--- src/rtl/mem_access_ctrl_if.sv ---
// mem_access_ctrl_if: request/response handshake plus Memory strobe bus for mem_access_ctrl
// Ports: Req_* request channel, Rsp_* response channel, Mem_* Memory-side address/data/strobes.
// slave = controller view; master = surrounding system (upstream requester and Memory together).
interface mem_access_ctrl_if #(
  parameter int AddrWidth = 8,
  parameter int DataWidth = 16
);
  logic                 Req_Valid;
  logic                 Req_Ready;
  logic                 Req_Write;
  logic [AddrWidth-1:0] Req_Addr;
  logic [DataWidth-1:0] Req_WData;
  logic                 Rsp_Valid;
  logic                 Rsp_Ready;
  logic                 Rsp_Write;
  logic [DataWidth-1:0] Rsp_RData;
  logic [AddrWidth-1:0] Mem_Addr;
  logic [DataWidth-1:0] Mem_DIn;
  logic                 Mem_En_N;
  logic                 Mem_WE_N;
  logic [DataWidth-1:0] Mem_DOut;
  modport slave (
    input  Req_Valid, Req_Write, Req_Addr, Req_WData, Rsp_Ready, Mem_DOut,
    output Req_Ready, Rsp_Valid, Rsp_Write, Rsp_RData, Mem_Addr, Mem_DIn, Mem_En_N, Mem_WE_N
  );
  modport master (
    output Req_Valid, Req_Write, Req_Addr, Req_WData, Rsp_Ready, Mem_DOut,
    input  Req_Ready, Rsp_Valid, Rsp_Write, Rsp_RData, Mem_Addr, Mem_DIn, Mem_En_N, Mem_WE_N
  );
endinterface

--- src/rtl/mem_access_ctrl.sv ---
// mem_access_ctrl: one-at-a-time sequencer in front of a negedge-clocked single-port Memory
// Ports: Clk (FSM on posedge), Reset (async, active low), bus (mem_access_ctrl_if.slave).
// Memory strobes are registered on posedge so address/data/strobes are stable at the Memory's negedge.
module mem_access_ctrl #(
  parameter int AddrWidth  = 8,
  parameter int DataWidth  = 16,
  parameter int WaitStates = 0
) (
  input logic              Clk,
  input logic              Reset,
  mem_access_ctrl_if.slave bus
);
  localparam logic [3:0] WS = 4'(WaitStates);
  typedef enum logic [1:0] {IDLE, ACCESS, RESP} state_t;
  state_t               state_q, state_d;
  logic [AddrWidth-1:0] addr_q, addr_d;
  logic [DataWidth-1:0] din_q, din_d;
  logic                 en_n_q, en_n_d;
  logic                 we_n_q, we_n_d;
  logic [3:0]           cnt_q, cnt_d;
  logic                 rsp_valid_q, rsp_valid_d;
  logic                 rsp_write_q, rsp_write_d;
  logic [DataWidth-1:0] rdata_q, rdata_d;
  logic                 accept, done, release_rsp;
  assign accept      = state_q == IDLE && bus.Req_Valid;
  assign done        = state_q == ACCESS && cnt_q == 4'd0;
  assign release_rsp = state_q == RESP && bus.Rsp_Ready;
  always_ff @(posedge Clk or negedge Reset)
    if (!Reset) begin
      state_q     <= IDLE;
      addr_q      <= '0;
      din_q       <= '0;
      en_n_q      <= 1'b1;
      we_n_q      <= 1'b1;
      cnt_q       <= 4'd0;
      rsp_valid_q <= 1'b0;
      rsp_write_q <= 1'b0;
      rdata_q     <= '0;
    end else begin
      state_q     <= state_d;
      addr_q      <= addr_d;
      din_q       <= din_d;
      en_n_q      <= en_n_d;
      we_n_q      <= we_n_d;
      cnt_q       <= cnt_d;
      rsp_valid_q <= rsp_valid_d;
      rsp_write_q <= rsp_write_d;
      rdata_q     <= rdata_d;
    end
  always_comb
    state_d = accept ? ACCESS : done ? RESP : release_rsp ? IDLE : state_q;
  // While in ACCESS, we_n_q still encodes the accepted operation, so no separate op flop is kept.
  always_comb begin
    addr_d      = accept ? bus.Req_Addr : addr_q;
    din_d       = accept ? (bus.Req_Write ? bus.Req_WData : '0) : din_q;
    en_n_d      = accept ? 1'b0 : done ? 1'b1 : en_n_q;
    we_n_d      = accept ? ~bus.Req_Write : done ? 1'b1 : we_n_q;
    cnt_d       = accept ? WS : (state_q == ACCESS && cnt_q != 4'd0) ? cnt_q - 4'd1 : cnt_q;
    rsp_valid_d = done ? 1'b1 : release_rsp ? 1'b0 : rsp_valid_q;
    rsp_write_d = done ? ~we_n_q : rsp_write_q;
    rdata_d     = done ? (we_n_q ? bus.Mem_DOut : '0) : rdata_q;
  end
  assign bus.Req_Ready = state_q == IDLE;
  assign bus.Rsp_Valid = rsp_valid_q;
  assign bus.Rsp_Write = rsp_write_q;
  assign bus.Rsp_RData = rdata_q;
  assign bus.Mem_Addr  = addr_q;
  assign bus.Mem_DIn   = din_q;
  assign bus.Mem_En_N  = en_n_q;
  assign bus.Mem_WE_N  = we_n_q;
endmodule
--- src/flat_wrapper.sv ---
// flat-port wrapper written by rule: the top's interface ports become plain ports
module mem_access_ctrl_flat 
#(
  parameter int AddrWidth  = 8,
  parameter int DataWidth  = 16,
  parameter int WaitStates = 0
)
  (Clk, Reset, bus_Req_Valid, bus_Req_Write, bus_Req_Addr, bus_Req_WData, bus_Rsp_Ready, bus_Mem_DOut, bus_Req_Ready, bus_Rsp_Valid, bus_Rsp_Write, bus_Rsp_RData, bus_Mem_Addr, bus_Mem_DIn, bus_Mem_En_N, bus_Mem_WE_N);
  mem_access_ctrl_if #(.AddrWidth(AddrWidth), .DataWidth(DataWidth)) bus_i ();
  input logic Clk;
  input logic Reset;
  input wire logic [$bits(bus_i.Req_Valid)-1:0] bus_Req_Valid;
  input wire logic [$bits(bus_i.Req_Write)-1:0] bus_Req_Write;
  input wire logic [$bits(bus_i.Req_Addr)-1:0] bus_Req_Addr;
  input wire logic [$bits(bus_i.Req_WData)-1:0] bus_Req_WData;
  input wire logic [$bits(bus_i.Rsp_Ready)-1:0] bus_Rsp_Ready;
  input wire logic [$bits(bus_i.Mem_DOut)-1:0] bus_Mem_DOut;
  output wire logic [$bits(bus_i.Req_Ready)-1:0] bus_Req_Ready;
  output wire logic [$bits(bus_i.Rsp_Valid)-1:0] bus_Rsp_Valid;
  output wire logic [$bits(bus_i.Rsp_Write)-1:0] bus_Rsp_Write;
  output wire logic [$bits(bus_i.Rsp_RData)-1:0] bus_Rsp_RData;
  output wire logic [$bits(bus_i.Mem_Addr)-1:0] bus_Mem_Addr;
  output wire logic [$bits(bus_i.Mem_DIn)-1:0] bus_Mem_DIn;
  output wire logic [$bits(bus_i.Mem_En_N)-1:0] bus_Mem_En_N;
  output wire logic [$bits(bus_i.Mem_WE_N)-1:0] bus_Mem_WE_N;
  assign bus_i.Req_Valid = bus_Req_Valid;
  assign bus_i.Req_Write = bus_Req_Write;
  assign bus_i.Req_Addr = bus_Req_Addr;
  assign bus_i.Req_WData = bus_Req_WData;
  assign bus_i.Rsp_Ready = bus_Rsp_Ready;
  assign bus_i.Mem_DOut = bus_Mem_DOut;
  assign bus_Req_Ready = bus_i.Req_Ready;
  assign bus_Rsp_Valid = bus_i.Rsp_Valid;
  assign bus_Rsp_Write = bus_i.Rsp_Write;
  assign bus_Rsp_RData = bus_i.Rsp_RData;
  assign bus_Mem_Addr = bus_i.Mem_Addr;
  assign bus_Mem_DIn = bus_i.Mem_DIn;
  assign bus_Mem_En_N = bus_i.Mem_En_N;
  assign bus_Mem_WE_N = bus_i.Mem_WE_N;
  mem_access_ctrl #(.AddrWidth(AddrWidth), .DataWidth(DataWidth), .WaitStates(WaitStates)) u_core (.Clk(Clk), .Reset(Reset), .bus(bus_i));
endmodule
--- config.mk ---
export PLATFORM = sky130hd
export DESIGN_NAME = mem_access_ctrl_flat
export DESIGN_NICKNAME = d
export VERILOG_FILES = /design/src/rtl/mem_access_ctrl_if.sv /design/src/rtl/mem_access_ctrl.sv /design/src/flat_wrapper.sv
export SDC_FILE = /design/constraint.sdc
export NUM_CORES = 1
export LEC_CHECK = 0
export CAP_MARGIN = 20
export CORE_MARGIN = 4
export CORE_UTILIZATION = 46
export CTS_CLUSTER_DIAMETER = 60
export CTS_CLUSTER_SIZE = 24
export DETAILED_ROUTE_END_ITERATION = 8
export GPL_TIMING_DRIVEN = 0
export PLACE_DENSITY = 0.85
export SYNTH_ARGS = -nofsm -noshare
export SYNTH_HDL_FRONTEND = slang
export SYNTH_SLANG_ARGS = --single-unit
--- constraint.sdc ---
create_clock -name Clk -period 4 [get_ports Clk]
set_clock_uncertainty 0.2 [all_clocks]
set_input_delay 0.4 -clock Clk [delete_from_list [all_inputs] [get_ports Clk]]
set_output_delay 0.4 -clock Clk [all_outputs]
set_load 0.01 [all_outputs]
# --- After elaboration in Yosys (flattened, before gate mapping) ---
# Cells that the tools add are included.
op_classes:
  n_addsub: 1
  eq_ne: 2
  n_mux: 12
  bitwise: 2
  n_reduce_logical: 11
op_table:
  columns: ["op", "n"]
  rows:
  - ["$mux 16", 2]
  - ["$mux 4", 2]
  - ["$mux 2", 3]
  - ["$reduce_bool 2->1", 3]
  - ["$mux 1", 5]
  - ["$logic_and 1x1->1", 4]
  - ["$logic_not 4->1", 1]
  - ["$reduce_bool 4->1", 1]
  - ["$sub 4x1->4 const B", 1]
  - ["$reduce_bool 3->1", 1]
  - ["$eq 2x1->1 const B", 1]
  - ["$eq 2x2->1 const B", 1]
  - ["$logic_not 2->1", 1]
  - ["$not 1->1", 2]
word_totals:
  ff_bits: 50
  output_inout_bits: 45
  wordCells: 37

# --- Longest topological paths before layout ---
depth:
  ltp_word: 5
  ltp_mapped: 6
  mapped_depth_nobuf: 5

# --- Worst setup path after synthesis ---
# Ideal clock, no wire load.
synth_timing:
  path_kind: "register to register"
  start: "reg u_core.cnt_q[0]"
  end: "reg u_core.cnt_q[0]"
  setup_ns: 0.079
  arrival_time_ns: 1.291
  t_required_ns: 3.721
  slack_ns: 2.430
  path_stages_with_launch: 6
  path_buffers: 0
  synth_period_minus_slack_ns: 1.570
  cell_sequence: "dfrtp_1 inv_1 ha_1 nor3b_1 nor3b_1 mux2i_1"
synth_between:
  elab_chain_cells: 3
  elab_cells_between_ends: 6
  cone_classes: "1 x add/sub; 2 x mux; 3 x reduce/logical"
synth_lines:
  columns: ["element", "line", "source"]
  rows:
  - ["from (decl)", "mem_access_ctrl.sv:20", "logic [3:0] cnt_q, cnt_d;"]
  - ["from (signal assigned)", "mem_access_ctrl.sv:45", "cnt_q <= cnt_d;"]
  - ["$sub 4x1->4 or $reduce_bool 4->1 (tied branches)", "mem_access_ctrl.sv:58", "cnt_d = accept ? WS : (state_q == ACCESS && cnt_q != 4'd0) ? cnt_q - 4'd1 : cnt_q;"]
  - ["$mux 4 or $logic_and 1x1->1 (tied branches)", "mem_access_ctrl.sv:58", null]
  - ["$mux 4 or $reduce_bool 2->1 (tied branches)", null, null]
# Parallel ways exist; a longest one is shown, timed or not. The select of a mux whose other input is x is not followed.
# A chain may end at the register's enable or synchronous reset.

# --- Worst setup path in the final report ---
layout_timing:
  start: "reg u_core.state_q[0]"
  end: "out bus_Req_Ready"
layout_between:
  elab_chain_cells: 1
layout_lines:
  columns: ["element", "line", "source"]
  rows:
  - ["from (decl)", "mem_access_ctrl.sv:15", "state_t state_q, state_d;"]
  - ["from (signal assigned)", "mem_access_ctrl.sv:40", "state_q <= state_d;"]
  - ["$logic_not 2->1", "mem_access_ctrl.sv:63", "assign bus.Req_Ready = state_q == IDLE;"]
  - ["to (decl)", "flat_wrapper.sv:18", "output wire logic [$bits(bus_i.Req_Ready)-1:0] bus_Req_Ready;"]
# Every way passes these cells.

==> results.ini <==
[cts]
cts_root_buffer=clkbuf_8
clockBufferDepth=2
clock_sinks=50
cts_tree=built
ctsHtreeMaxLevel=2
clk_pin_slew_ns=0.10
cts_setup_buffers=0
cts_buffers=5
clk_latency_ns=0.30

[setup_path]
worstPathRequired_ns=3.40
ff2ff_setup_slack_ns=2.25
r2r_start=u_core.bus.Mem_WE_N
worstPathMaxFanout=10
start_kind=flop
r2r_cells=4
r2r-end=u_core.bus.Rsp_RData[10]
path_class=reg -> out
cp.arrival_ns=1.58
crit_start=u_core.state_q[0]
crit_path_end=bus_Req_Ready
crit_path_end_kind=output pin

[logic_synthesis]
syn_inst=222
synth.ff_latch_count=50
synth.distinct_cells=25
ys_warn_count=0
syn_area_per_cell_um2=9.79
syn-num-nets=268
synth_area_mm2=0.00217
synth_seq_area_share=0.577

[finish]
area.growth.synth_to_final_pct=48.7
antenna_cells=0
fin_cells=372
fin_nets=365
utilization=0.722
drive_gt1_frac=0.0719

[timing]
rsz0062_at_grt=false
setup_viol_count_final=0
relSlewSlack=0.679
fin_crit_sh=0.545
worst_pin_slew_ns=0.481
tns_ns=0
timing.fmax_mhz=459
fin_crit_ns=2.18
setup_slack_ns=1.82
drv_slew=0
hold_violations=0

[die]
die_width_um=76.7
initial_core_util=0.486
io_pins=90
rows=24
die_area_mm2=0.00589
die_h_um=76.7
core_mm2=0.00447

[routing]
dr.pass1.iters=3
via_per_inst=4.81
drt_iter0_drc=63
dr_total_vias=1791
ant_nets=0
routed_wl_um=5120
drcViolationCount=0
post_drt_wl_per_cell_um=13.8

[global_routing]
antenna_found_initial=0
overflow=0
grt_pass1_vias=1887
track_usage=0.182
grt_max_degree=32
grt_pass1_wl_um=8690

[pwr]
p_leak_nw=1.65
power-per-cell-area_mw_per_mm2=720
totalPowerFinal_w=0.00233
ir_drop_v=0.000370

[place]
place_ws_ns=1.90
place.detailed.hpwl_um=3840
port_buffers=88
dpl.cell_count=363
globalplace.congestion=0.686

[worst_hold_path]
worst_hold_path_type=in -> reg

[flow_run]
maxCapViolations=0

[outcome]
status=finished clean

-- metrics by stage --
| step | cell area (um2) | hold WS [ns] |
|---|---|---|
| floorplan | 2170 | -0.0956 |
| detailed placement | 3130 | 0.186 |
| global route | 3230 | 0.274 |
| finish | 3230 | 0.260 |
| global placement | 3120 | 0.246 |
| CTS | 3230 | 0.263 |
-- layout by cell type, fill, tap and decap left out, types with 2 or more instances in the layout --
cell and n:
mux2i_1 19, dfstp_2 2, buf_2 5, nand3_1 17, inv_1 20, nor3b_1 2
buf_6 5, clkdlybuf4s50_1 87, clkbuf_1 5, clkinvlp_4 2, nor2_1 2, nand2_1 83
o21ai_0 2, dfrtp_1 48, clkbuf_8 5, nor3_1 2
-- kinds of logic (layout without fill, tap and decap cells) --
family,count (synthesis),after routing,share of synthesized area
buf+inv,33,131,0.0766
compound gates,6,6,0.0184
mux,19,19,0.0875
simple gates,113,113,0.235
fa+ha+maj,1,1,0.00576
flops,50,50,0.577
-- Yosys cell counts, drive strengths merged --
| master | n | area (um2) |
|---|---|---|
| nor2b | 1 | 6.26 |
| nand2 | 84 | 318 |
| mux2i | 19 | 190 |
| or3b | 1 | 8.76 |
| o21bai | 1 | 7.51 |
| nor4bb | 1 | 10.0 |
| a21o | 1 | 7.51 |
| nor3 | 2 | 10.0 |
| clkbuf | 4 | 15.0 |
| inv | 20 | 75.1 |
| nor3b | 3 | 33.8 |
| a22oi | 1 | 7.51 |
| o21ai | 2 | 10.0 |
| nor4b | 1 | 23.8 |
| o211ai | 1 | 7.51 |
| buf | 9 | 76.3 |
| ha | 1 | 12.5 |
| dfrtp | 48 | 1200 |
| nor2 | 2 | 7.51 |
| nand3b | 1 | 7.51 |
| dfstp | 2 | 52.6 |
| nand3 | 17 | 85.1 |
-- flip-flops by register name, indices dropped and copies added (netlist names) --
| register | count |
|---|---|
| u_core.bus.Mem_DIn | 16 |
| u_core.bus.Rsp_Write | 1 |
| u_core.bus.Mem_En_N | 1 |
| u_core.bus.Rsp_Valid | 1 |
| u_core.state_q | 2 |
| u_core.bus.Rsp_RData | 16 |
| u_core.cnt_q | 4 |
| u_core.bus.Mem_Addr | 8 |
| u_core.bus.Mem_WE_N | 1 |
-- layout make-up --
class	count	area [um2]
fillers	351	1240
flip-flops and latches	50	1250
repair buffers	90	906
inverters	20	75.1
multi-input cells	139	753
plain buffers	13	91.3
clock inverters	2	15.0
well taps	52	65.1
clock buffers	6	72.6
-- critical path, cell delays in order, from the launching register on --
cell,delay [ns]
dfrtp_1,0.42
buf_2,0.20
nor2_1,0.12
clkdlybuf4s50_1,0.54
-- metal layers --
metal / GRT usage / vias to the layer above / routed length, um / share of wire
met5: 0 / - / 0 / 0
met4: 0.0453 / 0 / 42 / 0.0082
met3: 0.0726 / 5 / 450 / 0.088
met2: 0.306 / 60 / 2470 / 0.48
met1: 0.219 / 837 / 2160 / 0.42
li1: - / 889 / - / -
-- power breakdown --
part	internal, W	switching, W	total [W]	leakage [nW]
combinational	0.000630	0.000516	0.00115	0.983
sequential	0.000752	0.000141	0.000892	0.630
clock	0.000123	0.000166	0.000289	0.0374
-- how the worst min path moves through the flow --
stage                                   to  cells past startpoint                 from  slack (ns)
floorplan           u_core.bus.Mem_Addr[0]                      0                Reset        -0.1
global placement       u_core.bus.Mem_En_N                      2  u_core.bus.Mem_En_N        0.25
detailed placement       u_core.state_q[1]                      1                Reset        0.19
CTS                    u_core.bus.Mem_En_N                      2  u_core.bus.Mem_En_N        0.26
global route         u_core.bus.Mem_DIn[7]                      3        bus_Req_Write        0.27
finish               u_core.bus.Mem_DIn[7]                      3        bus_Req_Write        0.26
-- repair_timing --
| action | in CTS | in global routing |
|---|---|---|
| gates resized for setup | 0 | 0 |
| hold buffers | 1 | 0 |
| hold endpoints to repair | 19 | 0 |
No activity file was read; power rests on OpenSTA's default activity.
